## src/rtl/cpu_pkg.sv

```systemverilog
// Shared CPU definitions for the return-address stack and its neighbours.
//   AW_DEFAULT / DEPTH_DEFAULT : default address width and stack depth
//   PTR_W_DEFAULT              : stack-pointer width for the default depth
//   stk_op_e                   : decoded stack operation (one per cycle)
package cpu_pkg;

    localparam int unsigned AW_DEFAULT    = 32;
    localparam int unsigned DEPTH_DEFAULT = 8;
    // One extra bit so a full stack (sp == DEPTH) is representable without wrap.
    localparam int unsigned PTR_W_DEFAULT = $clog2(DEPTH_DEFAULT) + 1;

    typedef enum logic [1:0] {
        STK_NONE = 2'b00,
        STK_PUSH = 2'b01,
        STK_POP  = 2'b10,
        STK_SWAP = 2'b11
    } stk_op_e;

    // Fold the two write-control strobes into a single operation code.
    function automatic stk_op_e stk_op(input logic push, input logic pop);
        stk_op_e op;
        unique case ({pop, push})
            2'b01:   op = STK_PUSH;
            2'b10:   op = STK_POP;
            2'b11:   op = STK_SWAP;
            default: op = STK_NONE;
        endcase
        return op;
    endfunction

endpackage

```

## src/rtl/stack_ram.sv

```systemverilog
// DEPTH x AW register array backing the return-address stack.
//   clk   : write clock
//   we    : write enable, waddr/wdata sampled on rising edge
//   raddr : asynchronous read index, rdata is mem[raddr]
// No reset: the owning pointer decides which entries are meaningful.
module stack_ram #(
    parameter int unsigned DEPTH = 8,
    parameter int unsigned AW    = 32
) (
    input  logic                     clk,
    input  logic                     we,
    input  logic [$clog2(DEPTH)-1:0] waddr,
    input  logic [AW-1:0]            wdata,
    input  logic [$clog2(DEPTH)-1:0] raddr,
    output logic [AW-1:0]            rdata
);

    logic [AW-1:0] mem [DEPTH];

    always_ff @(posedge clk) begin
        if (we) begin
            mem[waddr] <= wdata;
        end
    end

    assign rdata = mem[raddr];

endmodule

```

## src/rtl/return_stack_unit.sv

```systemverilog
// Hardware return-address stack fed by write-control push/pop strobes.
//   clk, rst_n           : clock, async active-low reset
//   StackPush, PushAddr  : push PushAddr (PC+1) this cycle
//   StackPop             : pop top into RetAddr; RetValid pulses next cycle
//   Flush                : synchronous clear of pointer and flags (RetAddr kept)
//   RetAddr, RetValid    : last popped address and its one-cycle valid
//   TopAddr              : current top entry, 0 when empty
//   Count, Empty, Full   : occupancy status
//   Overflow, Underflow  : sticky error flags
module return_stack_unit
    import cpu_pkg::*;
#(
    parameter int unsigned DEPTH = DEPTH_DEFAULT,
    parameter int unsigned AW    = AW_DEFAULT
) (
    input  logic                       clk,
    input  logic                       rst_n,
    input  logic                       StackPush,
    input  logic                       StackPop,
    input  logic [AW-1:0]              PushAddr,
    input  logic                       Flush,
    output logic [AW-1:0]              RetAddr,
    output logic                       RetValid,
    output logic [AW-1:0]              TopAddr,
    output logic [$clog2(DEPTH+1)-1:0] Count,
    output logic                       Empty,
    output logic                       Full,
    output logic                       Overflow,
    output logic                       Underflow
);

    localparam int unsigned IW = $clog2(DEPTH);
    localparam int unsigned PW = IW + 1;
    localparam int unsigned CW = $clog2(DEPTH + 1);

    logic [PW-1:0] sp_q, sp_d;
    logic [AW-1:0] ret_addr_q, ret_addr_d;
    logic          ret_valid_q, ret_valid_d;
    logic          ovf_q, ovf_d;
    logic          unf_q, unf_d;

    logic          ram_we;
    logic [IW-1:0] ram_waddr;
    logic [IW-1:0] top_idx;
    logic [AW-1:0] top_raw;
    logic          empty, full;
    stk_op_e       op;

    assign op      = stk_op(StackPush, StackPop);
    assign empty   = (sp_q == '0);
    assign full    = (sp_q == PW'(DEPTH));
    // Wraps to DEPTH-1 when empty; TopAddr masks that case below.
    assign top_idx = sp_q[IW-1:0] - IW'(1);

    stack_ram #(
        .DEPTH (DEPTH),
        .AW    (AW)
    ) u_stack_ram (
        .clk   (clk),
        .we    (ram_we),
        .waddr (ram_waddr),
        .wdata (PushAddr),
        .raddr (top_idx),
        .rdata (top_raw)
    );

    always_comb begin
        sp_d        = sp_q;
        ret_addr_d  = ret_addr_q;
        ret_valid_d = 1'b0;
        ovf_d       = ovf_q;
        unf_d       = unf_q;
        ram_we      = 1'b0;
        ram_waddr   = sp_q[IW-1:0];

        if (Flush) begin
            sp_d  = '0;
            ovf_d = 1'b0;
            unf_d = 1'b0;
        end else begin
            unique case (op)
                STK_PUSH: begin
                    if (full) begin
                        ovf_d = 1'b1;
                    end else begin
                        ram_we = 1'b1;
                        sp_d   = sp_q + PW'(1);
                    end
                end
                STK_POP: begin
                    if (empty) begin
                        unf_d = 1'b1;
                    end else begin
                        ret_addr_d  = top_raw;
                        ret_valid_d = 1'b1;
                        sp_d        = sp_q - PW'(1);
                    end
                end
                STK_SWAP: begin
                    ram_we = 1'b1;
                    if (empty) begin
                        // Pop fails but the push still lands in slot 0.
                        unf_d = 1'b1;
                        sp_d  = PW'(1);
                    end else begin
                        // Replace the top in place; legal even when full.
                        ram_waddr   = top_idx;
                        ret_addr_d  = top_raw;
                        ret_valid_d = 1'b1;
                    end
                end
                default: ;
            endcase
        end
    end

    always_ff @(posedge clk or negedge rst_n) begin
        if (!rst_n) begin
            sp_q        <= '0;
            ret_addr_q  <= '0;
            ret_valid_q <= 1'b0;
            ovf_q       <= 1'b0;
            unf_q       <= 1'b0;
        end else begin
            sp_q        <= sp_d;
            ret_addr_q  <= ret_addr_d;
            ret_valid_q <= ret_valid_d;
            ovf_q       <= ovf_d;
            unf_q       <= unf_d;
        end
    end

    assign RetAddr   = ret_addr_q;
    assign RetValid  = ret_valid_q;
    assign TopAddr   = empty ? '0 : top_raw;
    assign Count     = CW'(sp_q);
    assign Empty     = empty;
    assign Full      = full;
    assign Overflow  = ovf_q;
    assign Underflow = unf_q;

endmodule

```

## config.mk

```make
export PLATFORM = sky130hd
export DESIGN_NAME = return_stack_unit
export DESIGN_NICKNAME = d
export VERILOG_FILES = /design/src/rtl/cpu_pkg.sv /design/src/rtl/stack_ram.sv /design/src/rtl/return_stack_unit.sv
export SDC_FILE = /design/constraint.sdc
export NUM_CORES = 1
export LEC_CHECK = 0
export CORE_MARGIN = 2
export CORE_UTILIZATION = 31
export CTS_CLUSTER_SIZE = 28
export DETAILED_ROUTE_END_ITERATION = 10
export SYNTH_ARGS = -nofsm -noshare
export SYNTH_HDL_FRONTEND = slang
export SYNTH_SLANG_ARGS = --single-unit
```

## constraint.sdc

```tcl
create_clock -name clk -period 4.9 [get_ports clk]
set_clock_uncertainty 0.15 [all_clocks]
set_input_delay 0.49 -clock clk [delete_from_list [all_inputs] [get_ports clk]]
set_output_delay 0.49 -clock clk [all_outputs]
set_load 0.005 [all_outputs]
```

* Yosys cells after proc, flatten, opt, wreduce, memory -nomap -nowiden
Memory sizes are Yosys's and may differ from the RTL's.
Cells that the tools add are included.
** Word-level totals
- Logic and storage cells :: 56
- Output and inout port bits :: 73
- Memories kept :: 1
- Bits in registers :: 39
- RAM bits :: 256
** Cells by class
- $add $sub $neg :: 3
- Reduce and logical (&&, ||, !) cells :: 11
- Bitwise gates (word level) :: 2
- Mux-type cells :: 24
- Equal/unequal tests :: 10
** Memory list
- u_stack_ram.mem :: depth 8, width 32, rd ports 1, clocked after memory_dff 0, wr ports 1, line stack_ram.sv:18 : logic [AW-1:0] mem [DEPTH];
** Operator list (number)
- 32-bit two-way mux :: 1
- 4-bit two-way mux :: 4
- 1-bit two-way mux :: 13
- 4-bit case mux with 3 select lines :: 1
- 3-bit two-way mux :: 3
- 3-bit != test, second input constant :: 3
- 2-bit equality test, second input constant :: 4
- 2-bit nonzero test :: 4
- 2-bit case mux with 3 select lines :: 1
- 4-bit by 1-bit adder with 4-bit output, second input constant :: 1
- 2-bit by 1-bit equality test with 1-bit output, second input constant :: 2
- 4-bit equality test, second input constant :: 1
- 4-bit zero test :: 1
- 2-bit AND reduction :: 2
- 4-bit AND reduction :: 1
- 4-bit nonzero test :: 1
- 4-bit by 1-bit subtractor with 4-bit output, second input constant :: 1
- 3-bit AND reduction :: 1
- 3-bit by 1-bit subtractor with 3-bit output, second input constant :: 1
- 1-bit NOT :: 2
- 1-bit case mux with 2 select lines :: 1
- 2-bit OR reduction :: 1

* Depth between registers and ports, before layout
Gate-level depths: netlist of run 1.
- Depth in word-level cells :: 7
- Mapped depth :: 12
- Gate-level depth less buffers :: 7

* Hierarchy
A second synthesis of run 1 with hierarchy kept.
** Unflattened totals
- Cells, all modules :: 543
- Area total of the unflattened synthesis :: 11810.1 um^2
** Modules (own cells, without submodules)
- stack_ram :: instances 1, area an instance 9825.7 um^2, cells an instance 383
- return_stack_unit :: instances 1, area an instance 1984.4 um^2, cells an instance 160

* Least setup slack after synthesis of run 1
OpenSTA, ideal clock, no wires.
- Path kind :: register to register
- From :: register sp_q[0] (netlist: Count[0])
- To :: memory u_stack_ram.mem[0][0] (enable)
- Arrival :: 3.366 ns
- Library setup time :: 0.421 ns
- Buffers on the path :: 4
- Required time :: 4.329 ns
- Path slack :: 0.963 ns
- Cell stages (with the launch flop) :: 11
- Path through :: dfrtp_1 -> clkbuf_1 -> buf_4 -> buf_2 -> inv_1 -> ha_1 -> buf_6 -> nand2b_1 -> nor2_1 -> or4_4 -> nor2_1
** On the way
- Word-level cells in the longest chain between the ends :: 6
- Elaborated cells between the ends (all ways) :: 11
- Those cells by class :: add/sub: 1; eq/ne: 1; mux: 8; reduce/logical: 1
** Ends and longest elaborated chain
- start: declaration :: line return_stack_unit.sv:36 : logic [PW-1:0] sp_q, sp_d;
- start signal: assignment :: line return_stack_unit.sv:125 : sp_q <= sp_d;
- 4-bit equality test :: line return_stack_unit.sv:51 : assign full = (sp_q == PW'(DEPTH));
- named net Full :: line return_stack_unit.sv:27 : output logic Full,
- 1-bit two-way mux :: line return_stack_unit.sv:83 : if (full) begin
- 1-bit case mux with 2 select lines :: line return_stack_unit.sv:81 : unique case (op)
- 1-bit two-way mux :: line return_stack_unit.sv:76 : if (Flush) begin
- 1-bit two-way mux :: line stack_ram.sv:21 : if (we) begin
- 1-bit two-way mux (implied by the code) :: line stack_ram.sv:22 : mem[waddr] <= wdata;
- end: declaration :: line stack_ram.sv:18
The timed path passes the listed nets, and every way through them passes these cells.

* Worst setup path after layout of run 1
- From :: register sp_q[1] (netlist: Count[1])
- To :: output TopAddr[13]
** On the way
- Word-level cells in the longest chain between the ends :: 3
- Elaborated cells between the ends (all ways) :: 4
- Those cells by class :: add/sub: 1; mux: 1; reduce/logical: 1; memory: 1
** Ends and longest elaborated chain
- 3-bit by 1-bit subtractor with 3-bit output :: line return_stack_unit.sv:53 : assign top_idx = sp_q[IW-1:0] - IW'(1);
- memory read 8 x 32 bit
- 32-bit two-way mux (*) :: line return_stack_unit.sv:135 : assign TopAddr = empty ? '0 : top_raw;
- end: declaration :: line return_stack_unit.sv:24 : output logic [AW-1:0] TopAddr,
Every way passes the cells marked *; elsewhere a longest branch is shown, timed or not.

==> results of run 1 <==
-- per-layer routing --
layer / vias to the layer above / GRT usage
met5: - / 0
met4: 2 / 0.0370
met3: 42 / 0.0272
met2: 202 / 0.206
met1: 3542 / 0.199
li1: 3298 / -
-- state kept, by name, indices dropped and copies added (netlist names) --
register         count
u_stack_ram.mem    256
RetAddr             32
Count                4
Overflow             1
RetValid             1
Underflow            1
-- cell usage after synthesis (2+ instances only) --
library cell	instances	area share
inv_2	2	0.00062
buf_2	20	0.0083
a2111oi_0	2	0.0014
clkbuf_1	15	0.0047
a2bb2o_1	2	0.0017
o21ai_2	20	0.014
nand2b_1	2	0.0010
nor2b_1	2	0.0010
ha_1	2	0.0021
o21ai_1	12	0.0050
nor3_1	5	0.0021
buf_4	11	0.0068
xnor2_1	3	0.0022
nand4_1	32	0.017
nand2_1	35	0.011
edfxtp_1	256	0.64
buf_6	7	0.0065
buf_1	5	0.0016
o21ai_0	2	0.00083
xor2_1	2	0.0014
dfrtp_1	39	0.081
inv_1	7	0.0022
nor2_1	54	0.017
a21oi_1	3	0.0012
mux2i_1	135	0.11
nand3_1	128	0.053
-- power breakdown --
part | leakage, nW | internal (W) | switching (W) | total [W]
clock | 0.528 | 0.00155 | 0.000963 | 0.00251
sequential | 2.80 | 0.00301 | 0.000122 | 0.00313
combinational | 1.68 | 0.00165 | 0.00231 | 0.00396
-- stage by stage --
step,util,power (W),worst slack [ps],instance area [µm²]
6_report,0.385,0.00960,769,14800
5_1_grt,0.385,0.0102,510,14800
4_1_cts,0.384,0.00976,703,14800
3_5_place_dp,0.355,0.00721,1240,13700
3_3_place_gp,0.355,0.00722,1280,13700
2_1_floorplan,-,0.00552,963,12100
-- final timing paths --
kind | endpoint | depth (start not counted) | slack (ps) | start
setup / recovery | TopAddr[13] | 8 | 770 | Count[1]
hold / removal | RetAddr[29] | 2 | 320 | RetAddr[29]
setup reg to reg | u_stack_ram.mem[7][22] | 6 | 1580 | Count[0]
hold reg to reg | RetAddr[29] | 2 | 320 | RetAddr[29]
max in group asynchronous | Count[0] | 3 | 3600 | rst_n
min in group asynchronous | RetAddr[26] | 3 | 510 | rst_n
-- cell type report --
class | count | area (µm²)
clock inverters | 15 | 196
clock buffers | 46 | 927
repair buffers | 121 | 1200
fillers | 3674 | 23700
flip-flops and latches | 295 | 8670
diodes | 1 | 2.50
well taps | 518 | 648
inverters | 9 | 33.8
multi-input cells | 452 | 3150
-- repair_timing --
action / CTS / global route
endpoints found under the hold margin: 39 / 0
hold buffers: 1 / 0
buffers inserted: 0 / 0
-- logic make-up after synthesis --
| group | Yosys count | synth area share |
|---|---|---|
| buf+inv | 67 | 0.0306 |
| flops | 295 | 0.716 |
| compound gates | 45 | 0.0270 |
| mux | 135 | 0.112 |
| simple gates | 263 | 0.106 |
| fa+ha+maj | 2 | 0.00207 |
| xor+xnor | 7 | 0.00631 |
-- worst reg2reg max path, delay by kind of cell, from the launching register on --
kind                       cells  cell delay (ps)
DFF                            1              480
and+or+nand+nor                3             1290
buffers and inverters          1              150
AOI/OAI and AO/OA              1              460
adders and majority gates      1              380
==> summary.txt, run 1 <==
CTS
  • CTS root buf: clkbuf_16
  • Num CTS Buffers: 34
  • # clock sinks: roughly 300
  • Post-CTS Resized: 0
  • CTS clock-pin slew for the worst setup and hold paths: 60 ps
  • Clock Latency Late Sink: slightly below 500 ps
  • Maximum root-to-sink buffer count: 3
  • CTS tree: built
  • H-tree levels: 2

Floorplanning
  • Starting Density: 0.314
  • Die H: between 200 and 250 µm
  • Die W: roughly 200 µm
  • Die footprint: slightly above 0.04 mm²
  • Io pins: 110
  • Site Rows: 72
  • Area of the core: around 0.039 mm²

Route
  • Final ANT Viol Nets: 0
  • WL final: 27.8 mm
  • DR iter-0 viols: 684
  • Drt pass-1 iters: 4
  • Wire length on met2: ~13 mm
  • Uppermost layer routed: met5
  • DR DRC count: 0
  • WL/cell: between 15 and 20 µm
  • Vias per cell: just under 5
  • Vias: 7,086
  • Met3 wire len: about 1.5 mm
  • M1 WL: about 13 mm

Synth
  • EDFF count, synth: roughly 260
  • Post-synthesis cell area: roughly 0.012 mm²
  • Mapped Nets: between 800 and 900
  • Synth warnings: 0
  • FFs w/ async S/R, synth: 0.132
  • Seq cells post-synth: ~300
  • Cell count after synthesis: between 800 and 900
  • Synth cell types: 37
  • Post-synth top flop: edfxtp_1
  • Syn Area/Cell: ~15 µm²
  • Register area share after synthesis: 0.716

Final layout
  • Growth of design area from synthesis to finish: 22.6%
  • Layout cells sized above 1: 0.106
  • Most common cell after layout, fill and taps aside: edfxtp_1
  • Non-Filler Instances: roughly 1.5k
  • # nets final: approximately 950
  • Most frequent cells in the layout: 256 x edfxtp_1, 135 x mux2i_1, 128 x nand3_1

STA
  • Minimum hold slack: 323 ps
  • Slew margin rel.: 0.130
  • Setup TNS: 0 ps
  • Tcrit/Tclk final: 0.843
  • Unrepaired setup endpoints after global routing: no
  • Endpoints failing setup: 0
  • Final Max Tran Viols: 0
  • Worst-Margin Slew: approximately 1300 ps
  • Min Tclk post-route: roughly 4100 ps
  • Fmax: 242 MHz
  • Final-report hold violation count: 0

Pwr
  • Max IR drop VDD: between 700 and 800 µV
  • Leak: 5.01 nW
  • Pwr/cell area: approximately 650 mW/mm²

Setup path
  • Worst setup SP type: flop
  • CP delay by family, top: buffers and inverters
  • WP data required: between 4000 and 5000 ps
  • Crit path arrival time: 3490 ps
  • CP max stage delay: 580 ps
  • CP Cell Sequence: inv_1 -> ha_2 -> xnor2_4 -> buf_4 -> nand3_1 -> nand4_1 -> nor2_1 -> clkdlybuf4s50_1
  • WS Path Type: reg -> out
  • Critical path's slowest cell: xnor2_4
  • Crit path buffers/inverters: 3
  • Worst-path fanout max: 44
  • Worst setup EP type: primary output

Placement
  • Hpwl dp: ~16 mm
  • PortBufs: about 110
  • GP Congestion: between 0.7 and 0.8
  • Placed cells: around 1.4k

GRT
  • Global Route Usage Sum: 0.136
  • First-pass GRT wire length: between 40 and 50 mm
  • Largest net degree at the start of global routing: roughly 140
  • Vias in the first global route: around 6.9k
  • Remaining global-route overflow: 0
  • Initial antenna violation count: 2

Run
  • Max-Cap Viols: 0

Status
  • Outcome: finished, final reports clean

Min path
  • HP Class: reg -> reg
No activity file was read; power rests on OpenSTA's default activity.
==> inputs of run 2 (changes only) <==
==> constraint.sdc (replaced) <==
create_clock -name clk -period 3.3 [get_ports clk]
set_clock_uncertainty 0.15 [all_clocks]
set_input_delay 0.33 -clock clk [delete_from_list [all_inputs] [get_ports clk]]
set_output_delay 0.33 -clock clk [all_outputs]
set_load 0.005 [all_outputs]
==> summary.txt, run 2 (synthesis gave the netlist of run 1 again) <==
Final layout
  • Inserted Diodes: 0
  • Most common cell after layout, fill and taps aside: edfxtp_1
  • Most flop-heavy register: u_stack_ram.mem
  • Growth of design area from synthesis to finish: 26.7%
  • Fin util: 0.397
  • Max reg flops: around 260
  • Most frequent cells in the layout: 256 x edfxtp_1, 135 x mux2i_1, 127 x nand3_1
  • # nets final: around 990
  • Layout cells sized above 1: 0.153

Floorplanning
  • Site Rows: between 70 and 80
  • Die H: roughly 200 µm
  • Io pins: 110
  • Starting Density: 0.314
  • Die W: a little over 200 µm
  • Die footprint: roughly 0.041 mm²
  • Area of the core: slightly below 0.04 mm²

GRT
  • First-pass GRT wire length: ~44 mm
  • Largest net degree at the start of global routing: 72
  • Global Route Usage Sum: 0.139
  • Vias in the first global route: roughly 7.1k
  • Initial antenna violation count: 0
  • Remaining global-route overflow: 0

STA
  • Endpoints failing setup: 0
  • Worst-Margin Slew: roughly 700 ps
  • Min Tclk post-route: 3220 ps
  • Setup TNS: 0 ps
  • Fmax: between 300 and 400 MHz
  • Tcrit/Tclk final: 0.975
  • Final Max Tran Viols: 0
  • Slew margin rel.: 0.536
  • Unrepaired setup endpoints after global routing: yes
  • Worst Setup Slack, final: ~84 ps
  • Final-report hold violation count: 0

Route
  • Vias: 7,200
  • Final ANT Viol Nets: 0
  • DR iter-0 viols: 482
  • WL/cell: between 15 and 20 µm
  • Drt pass-1 iters: 5
  • DR DRC count: 0
  • Vias per cell: between 4 and 5
  • WL final: 29.1 mm

Pwr
  • Logic gate share of total power: 0.450
  • Total Power: ~0.015 W
  • Pwr/cell area: ~970 mW/mm²
  • Leak: 5.56 nW
  • Switching portion of total power: 0.350
  • Psw: between 0.005 and 0.006 W
  • Sequential power share: 0.313
  • Clock group share of total power: 0.237
  • Max IR drop VDD: ~730 µV
  • Int Pwr: around 0.0096 W

Setup path
  • WP data required: 2820 ps
  • Worst R2R End: u_stack_ram.mem[7][0]
  • Crit path arrival time: 2740 ps
  • Worst setup EP type: primary output
  • CP Cell Sequence: inv_4 -> ha_4 -> xor2_4 -> buf_12 -> nand3_1 -> nand4_1 -> nor2_1 -> clkdlybuf4s50_1
  • CP max stage delay: about 510 ps
  • R2R Path Start: Count[0]
  • Worst-path fanout max: 21
  • Worst setup SP type: flop
  • Worst r2r path cells: 8
  • Critical path's slowest cell: dfrtp_4
  • R2R Setup Slk: roughly 440 ps
  • WS Path Type: reg -> out

CTS
  • Clock Latency Late Sink: between 500 and 600 ps
  • # clock sinks: between 200 and 300
  • CTS tree: built
  • Num CTS Buffers: 31
  • CTS clock-pin slew for the worst setup and hold paths: 60 ps
  • CTS root buf: clkbuf_16
  • Maximum root-to-sink buffer count: 3
  • H-tree levels: 1

Placement
  • PortBufs: between 100 and 150
  • GP Congestion: roughly 0.77
  • Setup Slack @ Placement: around 300 ps
  • Hpwl dp: 16.9 mm

Run
  • Max-Cap Viols: 0

Min path
  • HP Class: in -> async

Status
  • Outcome: finished, final reports clean
## run 2: changes by cell type in the layout (fill, tap and decap cells not counted), sizes merged
cell           previous run  this run
buf                      12        54
diode                     1         0
bufbuf                    0         1
clkinv                    3        12
clkbuf                   46        42
clkdlybuf4s50           108        91
clkinvlp                  5         0
inv                      12        11
dlymetal6s2s              0        17
## run 2: power by group through the flow
stage,Sequential [W],Combinational [W],Clock (W)
floorplan,0.00469,0.00352,0
global placement,0.00470,0.00607,0
detailed placement,0.00472,0.00611,0
CTS,0.00465,0.00641,0.00360
global route,0.00468,0.00722,0.00374
finish,0.00464,0.00668,0.00352
## run 2: layout make-up
type	instances	area (µm²)
multi-input combinational	452	3170
fill	3617	23200
timing repair buffer	166	1760
clock inverter	18	195
sequential	295	8670
inverter	9	36.3
tap	518	648
clock buffer	40	850
## run 2: per-layer routing
metal  up-vias  track usage  wire (µm)
met3        45       0.0313       1780
met2       213        0.213      13000
met1      3568        0.199      13700
li1       3374            -          -
met4         0       0.0365        578
met5         -            0          0
## run 2: worst max-delay path by stage
stage | endpoint | slack, ps | startpoint
6_report | TopAddr[15] | 80 | Count[0]
3_3_place_gp | TopAddr[5] | 360 | Count[1]
5_1_grt | TopAddr[27] | -30 | Count[0]
3_5_place_dp | TopAddr[9] | 300 | Count[1]
2_1_floorplan | u_stack_ram.mem[0][0] | -140 | Count[0]
4_1_cts | TopAddr[0] | -50 | Count[0]
## run 2: repair_timing
item / CTS / global route
setup endpoints to repair: 33 / 33
gates cloned: 2 / 2
buffers inserted: 3 / 12
endpoints found under the hold margin: 20 / 0
resized for setup: 6 / 25
pin swaps: 3 / 24
hold buffers: 1 / 0
## run 2: worst max-delay path, delay by kind of cell (launching register included)
family                   cells  cell delay (ps)
buffers and inverters        3              770
AND/OR/NAND/NOR              3              380
adder cells (fa/ha/maj)      1              220
XOR/XNOR                     1              280
flip-flops                   1              510
## run 2: per-stage QoR
stage / instances / cell area, µm² / hold WS [ps]
2_1_floorplan: 814 / 12100 / -116
3_3_place_gp: 1420 / 13900 / 247
3_5_place_dp: 1420 / 13900 / 256
4_1_cts: 1484 / 15100 / 197
5_1_grt: 1498 / 15300 / 224
6_report: 1498 / 15300 / 204
